[config.mk]
export PLATFORM = sky130hd
export DESIGN_NAME = player_controller
export DESIGN_NICKNAME = d
export VERILOG_FILES = /design/src/rtl/player_controller.sv
export SDC_FILE = /design/constraint.sdc
export NUM_CORES = 1
export LEC_CHECK = 0
export CORE_UTILIZATION = 53
export CTS_CLUSTER_DIAMETER = 80
export CTS_CLUSTER_SIZE = 16
export DETAILED_ROUTE_END_ITERATION = 10
export PLACE_DENSITY = 0.84
export SLEW_MARGIN = 20
export SYNTH_ARGS = -nofsm -noshare
export SYNTH_HDL_FRONTEND = slang
export SYNTH_SLANG_ARGS = --single-unit
export TNS_END_PERCENT = 20
[constraint.sdc]
create_clock -name clock -period 2.83 [get_ports clock]
set_input_delay 0.7075 -clock clock [delete_from_list [all_inputs] [get_ports clock]]
set_output_delay 0.7075 -clock clock [all_outputs]
set_load 0.01 [all_outputs]
[src/rtl/player_controller.sv]
// player_controller
//   Owns the player's position and view angle. On each `start` pulse it
//   applies one frame of button input: the angle turns immediately, then the
//   x and y moves are each checked against the level grid. Each axis takes
//   three cycles: drive the address, wait for the registered read, then check
//   the cell. Both reads are performed even when an axis does not move, so
//   every update takes the same 8 cycles.
//
// Ports
//   clock, reset         system clock; synchronous active-high reset
//   reset_player         load spawn position/angle, abort any update
//   start / done         begin a frame update / one-cycle completion pulse
//   key_*                move (world axes) and turn buttons, active-high
//   grid_x, grid_y       grid read address (0 outside the check phases)
//   grid_out             registered grid cell contents, 0 = empty
//   player_x/_y/_angle   8.8 fixed-point position and 8-bit angle
//
// state   | meaning
// --------+----------------------------------------------------------
// IDLE    | waiting for start; grid address parked at 0
// X_REQ   | drive address of candidate x cell
// X_WAIT  | grid read in flight
// X_CHECK | commit candidate x if the cell is empty
// Y_REQ   | drive address of candidate y cell (uses committed x)
// Y_WAIT  | grid read in flight
// Y_CHECK | commit candidate y if the cell is empty
// DONE    | done pulse, back to IDLE
module player_controller #(
  parameter int unsigned SPEED       = 16,
  parameter logic [7:0]  TURN_STEP   = 8'd2,
  parameter logic [13:0] SPAWN_X     = 14'd384,
  parameter logic [12:0] SPAWN_Y     = 13'd384,
  parameter logic [7:0]  SPAWN_ANGLE = 8'd0
) (
  input  logic        clock,
  input  logic        reset,
  input  logic        reset_player,
  input  logic        start,
  output logic        done,
  input  logic        key_north,
  input  logic        key_south,
  input  logic        key_east,
  input  logic        key_west,
  input  logic        key_turn_left,
  input  logic        key_turn_right,
  output logic [5:0]  grid_x,
  output logic [4:0]  grid_y,
  input  logic [2:0]  grid_out,
  output logic [13:0] player_x,
  output logic [12:0] player_y,
  output logic [7:0]  player_angle
);

  typedef enum logic [2:0] {
    IDLE, X_REQ, X_WAIT, X_CHECK, Y_REQ, Y_WAIT, Y_CHECK, DONE
  } state_t;

  localparam logic [13:0] STEP_X = 14'(SPEED);
  localparam logic [12:0] STEP_Y = 13'(SPEED);

  state_t state_q, state_d;

  logic key_north_q, key_south_q, key_east_q, key_west_q;

  logic [14:0] sum_x;
  logic [13:0] sum_y;
  logic [13:0] cand_x;
  logic [12:0] cand_y;
  logic [7:0]  angle_next;

  // Candidates come from the latched keys and the current position. player_y
  // does not change until Y_CHECK, so cand_y is stable through the Y phase.
  // The extra top bit of each sum flags overflow past the coordinate range.
  always_comb begin
    sum_x  = {1'b0, player_x} + {1'b0, STEP_X};
    sum_y  = {1'b0, player_y} + {1'b0, STEP_Y};
    cand_x = player_x;
    cand_y = player_y;
    if (key_east_q && !key_west_q) begin
      if (!sum_x[14]) cand_x = sum_x[13:0];
    end else if (key_west_q && !key_east_q) begin
      if (player_x >= STEP_X) cand_x = player_x - STEP_X;
    end
    if (key_south_q && !key_north_q) begin
      if (!sum_y[13]) cand_y = sum_y[12:0];
    end else if (key_north_q && !key_south_q) begin
      if (player_y >= STEP_Y) cand_y = player_y - STEP_Y;
    end
  end

  always_comb begin
    angle_next = player_angle;
    case ({key_turn_left, key_turn_right})
      2'b10:   angle_next = player_angle - TURN_STEP;
      2'b01:   angle_next = player_angle + TURN_STEP;
      default: angle_next = player_angle;
    endcase
  end

  always_ff @(posedge clock) begin
    if (reset) state_q <= IDLE;
    else       state_q <= state_d;
  end

  always_comb begin
    state_d = state_q;
    grid_x  = 6'd0;
    grid_y  = 5'd0;
    case (state_q)
      IDLE:    if (start) state_d = X_REQ;
      X_REQ:   state_d = X_WAIT;
      X_WAIT:  state_d = X_CHECK;
      X_CHECK: state_d = Y_REQ;
      Y_REQ:   state_d = Y_WAIT;
      Y_WAIT:  state_d = Y_CHECK;
      Y_CHECK: state_d = DONE;
      DONE:    state_d = IDLE;
      default: state_d = IDLE;
    endcase
    if (reset_player) state_d = IDLE;

    case (state_q)
      X_REQ, X_WAIT, X_CHECK: begin
        grid_x = cand_x[13:8];
        grid_y = player_y[12:8];
      end
      // player_x already holds the x result here, giving wall sliding.
      Y_REQ, Y_WAIT, Y_CHECK: begin
        grid_x = player_x[13:8];
        grid_y = cand_y[12:8];
      end
      default: ;
    endcase
  end

  always_ff @(posedge clock) begin
    if (reset) begin
      player_x     <= '0;
      player_y     <= '0;
      player_angle <= '0;
      done         <= 1'b0;
      key_north_q  <= 1'b0;
      key_south_q  <= 1'b0;
      key_east_q   <= 1'b0;
      key_west_q   <= 1'b0;
    end else if (reset_player) begin
      player_x     <= SPAWN_X;
      player_y     <= SPAWN_Y;
      player_angle <= SPAWN_ANGLE;
      done         <= 1'b0;
    end else begin
      done <= (state_q == Y_CHECK);
      case (state_q)
        IDLE: begin
          if (start) begin
            key_north_q  <= key_north;
            key_south_q  <= key_south;
            key_east_q   <= key_east;
            key_west_q   <= key_west;
            player_angle <= angle_next;
          end
        end
        X_CHECK: if (grid_out == 3'd0) player_x <= cand_x;
        Y_CHECK: if (grid_out == 3'd0) player_y <= cand_y;
        default: ;
      endcase
    end
  end

endmodule

-- After elaboration in Yosys (flattened, before gate mapping)
Index checks and enable logic that the tools add are counted.
- register bits: 43
- input port bits: 13
- output and inout bits: 47
- word-level logic and storage cells: 92
- $add $sub $neg: 6
- order comparisons: 2
- eq/ne operators: 14
- muxes and demuxes: 19
- bitwise operators: 1
- reduce and logical (&&, ||, !) cells: 35
- operators with widths (cell ; count):
    two-way mux 14 bit ; 4
    two-way mux 9 bit ; 6
    two-way mux 13 bit ; 4
    one-hot mux 3 bit (8 select lines) ; 1
    AND reduction 5 bit ; 4
    one-hot mux 8 bit (2 select lines) ; 1
    nonzero test 2 bit ; 8
    adder 14 x 5 -> 15 bit (second input constant) ; 1
    adder 13 x 5 -> 14 bit (second input constant) ; 1
    >= comparator 14 x 5 -> 1 bit (second input constant) ; 1
    subtractor 14 x 5 -> 14 bit (second input constant) ; 1
    >= comparator 13 x 5 -> 1 bit (second input constant) ; 1
    subtractor 13 x 5 -> 13 bit (second input constant) ; 1
    == test 3 bit (second input constant) ; 4
    one-hot mux 6 bit (2 select lines) ; 1
    nonzero test 3 bit ; 4
    one-hot mux 5 bit (2 select lines) ; 1
    adder 8 x 2 -> 8 bit (second input constant) ; 1
    AND reduction 2 bit ; 4
    subtractor 8 x 2 -> 8 bit (second input constant) ; 1
    == test 3 x 2 -> 1 bit (second input constant) ; 2
    zero test 3 bit ; 2
    inequality test 2 bit (second input constant) ; 3
    inequality test 3 bit (second input constant) ; 2
    10 further kinds ; 18

-- Longest topological paths before layout
- word-level depth: 7
- gate-level depth with buffers: 9
- depth with buffers taken out: 9

-- Worst setup path after synthesis
Ideal clock, no wire load.
- path type: register to output
- from: reg player_x[4]
- to: out grid_x[4]
- arrival time: 1952 ps
- required time: 2122 ps
- path slack: 170 ps
- cell stages (with the launch flop): 8
- buffers on the path: 1
- path through: dfxtp_1 -> ha_1 -> nand2b_1 -> o41a_1 -> buf_2 -> or3_1 -> o211ai_1 -> o22ai_1
- cells in the longest elaborated chain, start to end: 5
- elaborated cells on any way between the ends: 8
- those cells by class: add/sub (2); order compare (1); mux (5)
- ends and longest elaborated chain (item ; line ; source):
    start, declared ; 49 ; output logic [13:0] player_x,
    start signal, assigned ; 163 ; X_CHECK: if (grid_out == 3'd0) player_x <= cand_x;
    subtractor 14 x 5 -> 14 bit or >= comparator 14 x 5 -> 1 bit (tied branches) ; 82 ; if (player_x >= STEP_X) cand_x = player_x - STEP_X;
    two-way mux 14 bit ; 82 ;
    two-way mux 14 bit ; 81 ; end else if (key_west_q && !key_east_q) begin
    two-way mux 14 bit * ; 79 ; if (key_east_q && !key_west_q) begin
    one-hot mux 6 bit (2 select lines) * ; 122 ; case (state_q)
    end, declared ; 46 ; output logic [5:0] grid_x,
Mark *: on every way between the ends. The rest lies on a longest branch, timed or not. The select of a mux whose other input is x is not followed.

-- Worst setup path in the final report
- from: reg player_x[5]
- to: out grid_x[1]
The elaborated chain is that of the path after synthesis.

==> flow_summary.ini <==
[sta]
period_needed_ns = 3.19
setup_slack_ns = -0.359
max-slew-margin-rel_pct = 64.1
fin_crit_sh_pct = 113
hold_viol = 0
fin_skew_ns = 0.00675
max_freq_mhz = 314
worst_slew_pin_slew_ns = 0.534
setup_violations = 12
final.setup.tns_ns = -2.08
rsz0062_at_grt = true
final_max_slew_viol_count = 0

[placement]
post-place-cells = 629
port_buffers = 58
dp_hpwl_um = 8270
place.gp.congestion = 0.928

[clock_network]
htree_levels = 2
cts_hold_buf = 0
clockBufferDepth = 2
clockRootBuffer = clkbuf_8
cts_tree = yes
clock_sinks = 42
clkLatencyLatePin_ns = 0.30
cts_made_buffers = 5
clk_pin_slew_worst_paths_ns = 0.09

[outcome]
violations = negative setup slack
outcome = finished with violations

[final_layout]
stdcell_count = 664
final_common_cell = buf_4
fill_cells = 354
drive_gt1_share_pct = 32.8
final_net_count = 618
n_antenna_cell = 0
final_cell_mix = buf_4 (127), clkdlybuf4s50_1 (47), nand2_1 (41)
synthToLayoutAreaGrowth_pct = 56.7

[die]
io_pins = 60
coreArea_sq_mm = 0.00589
initial_core_util_pct = 54.7
die_y_um = 79.9
rows = 28
die_w_um = 79.9
dieArea_sq_mm = 0.00639

[detailed_routing]
dr.pass1.iters = 7
antenna_left = 0
wl_um = 13100
detail_route.vias_per_cell = 6.58
wl_per_cell_um = 19.7
post-route-drc-count = 0
drt_iter0_markers = 661
vias = 4370

[critical_path]
crit_slowest_cell = o41a_1
worst_ep_required_time_ns = 2.12
critPathMaxStageDelay_ns = 0.44
setup.worst_path.class = flip-flop to primary output
path_common_cell = buf_4
worstPathArrival_ns = 2.48
cp_max_fo = 6
crit_path_end_kind = primary output
cp-start-kind = flip-flop
path_cells = inv_2, ha_4, nand2b_4, o41a_1, buf_4, a2111oi_4, buf_4, o31ai_1, a21bo_2, buf_6

[power]
clkPwrFrac_pct = 39.2
peakVddDrop_mv = 0.249
powerDensity_mw_per_mm2 = 306
internal-power_mw = 1.13
pwr-share-seq_pct = 40.0
leakagePower_nw = 2.01
pwr-share-comb_pct = 20.8
power_switching_mw = 0.413
sw_frac_of_total_pct = 26.8
p_total_mw = 1.54

[global_routing]
grt_use_total_pct = 43.0
grt_first_pass_wirelength_um = 21300
grt_pass1_vias = 4351
grt_max_degree = 15
grt-ovfl-total = 0
antenna_found_initial = 0

[synthesis]
synthCells = 420
yosys_register_bits = 42
synth-edff-count = 0
syn_area_sq_mm = 0.00322
ys_warn_count = 0
synth.avg_cell_area_sq_um = 7.67
syn-num-nets = 450
synth.distinct_cells = 74
ys_seq_area_share_pct = 26.1
synthArstFlopShare_pct = 0
ys.flop_type = dfxtp_1

[hold_path]
holdCritPathClass = flip-flop to flip-flop

[run]
maxCapViolCount = 0
[registers in the layout, indices dropped and copies added (netlist names)]
name and flops:
key_west_q 1, key_south_q 1, key_east_q 1, done 1, state_q 3, player_x 14, player_y 13, key_north_q 1
player_angle 7
[worst max-delay path: cells and delay by family (launching register included)]
family | cells | cell delay [ns]
AO/OA/AOI/OAI | 4 | 1.06
buffers and inverters | 4 | 0.58
flip-flops | 1 | 0.33
adder cells (fa/ha/maj) | 1 | 0.16
AND/OR/NAND/NOR | 1 | 0.06
[metal layers]
metal / global-route usage (%) / share of wire (%) / vias up
li1: - / - / 1916
met1: 49.8 / 38 / 2020
met2: 69.3 / 46 / 334
met3: 13.5 / 10 / 100
met4: 25.4 / 6.8 / 0
met5: 0 / 0 / -
[stage by stage]
step | hold slack (ns) | setup slack, ns | cell area (sq um) | util [%]
after global routing | 0.521 | -0.399 | 5040 | 85.7
after global placement | 0.464 | -0.148 | 4530 | 77.0
after CTS | 0.495 | -0.199 | 5000 | 84.9
after detailed placement | 0.466 | -0.179 | 4530 | 77.0
final | 0.490 | -0.359 | 5040 | 85.7
after floorplan | 0.470 | 0.170 | 3220 | -
[cells by family after synthesis]
group / synth area share (%)
multiplexers: 1.87
AO/OA/AOI/OAI: 29.0
adder cells (fa/ha/maj): 6.84
flip-flops: 26.1
XOR/XNOR: 1.63
AND/OR/NAND/NOR: 27.7
other: 0.116
buffers and inverters: 6.80
[power by group through the flow]
| stage | clock (mW) | combinational [mW] | sequential (mW) |
|---|---|---|---|
| after floorplan | 0 | 0.148 | 0.631 |
| after global placement | 0 | 0.271 | 0.629 |
| after detailed placement | 0 | 0.280 | 0.630 |
| after CTS | 0.606 | 0.302 | 0.616 |
| after global routing | 0.634 | 0.342 | 0.619 |
| final | 0.604 | 0.321 | 0.618 |
[layout make-up]
type,instances,area (sq um),share of cell area [%]
Clock buffer,6,82.6,1.64
Inverter,24,90.1,1.79
Tap cell,75,93.8,1.86
Timing Repair Buffer,187,1530,30.3
Multi-Input combinational cell,328,2330,46.3
Clock inverter,2,60.1,1.19
Sequential cell,42,856,17.0
[path summary, 6_finish.rpt]
check / slack, ns / endpoint / cells after the start / from
worst min-delay path: 0.49 / player_angle[4]$_SDFFE_PP0P_ / 2 / player_angle[4]$_SDFFE_PP0P_
worst max-delay path: -0.36 / grid_x[1] / 10 / player_x[5]$_SDFFE_PP0P_
worst max register to register: -0.29 / player_x[12]$_SDFFE_PP0P_ / 18 / player_x[5]$_SDFFE_PP0P_
worst min register to register: 0.49 / player_angle[4]$_SDFFE_PP0P_ / 2 / player_angle[4]$_SDFFE_PP0P_
[synth_stat cells (4+ instances only)]
master | number | share of area [%]
or2_2 | 6 | 1.2
nor4_1 | 9 | 1.7
mux2i_1 | 6 | 1.9
and3_1 | 4 | 0.78
o21ai_0 | 19 | 3.0
a31oi_1 | 8 | 1.6
ha_1 | 16 | 6.2
xnor2_1 | 5 | 1.4
o31ai_1 | 9 | 2.1
a21oi_1 | 28 | 4.4
nand4_1 | 11 | 2.1
o211ai_1 | 4 | 0.93
clkbuf_1 | 12 | 1.4
nor2_1 | 23 | 2.7
nor3_1 | 18 | 2.8
and2_1 | 11 | 2.1
o21a_1 | 5 | 1.2
a211oi_1 | 9 | 2.1
inv_1 | 24 | 2.8
dfxtp_1 | 42 | 26
buf_2 | 7 | 1.1
a21o_1 | 5 | 1.2
nand2_1 | 41 | 4.8
nand3_1 | 14 | 2.2
or3_1 | 5 | 0.97
[timing repair]
action / 4_1_cts / 5_1_grt
pin swaps: 14 / 5
setup endpoints to repair: 11 / 12
setup buffers: 22 / 5
gates resized for setup: 78 / 2
Note: power is estimated with default switching activity, not from simulation.
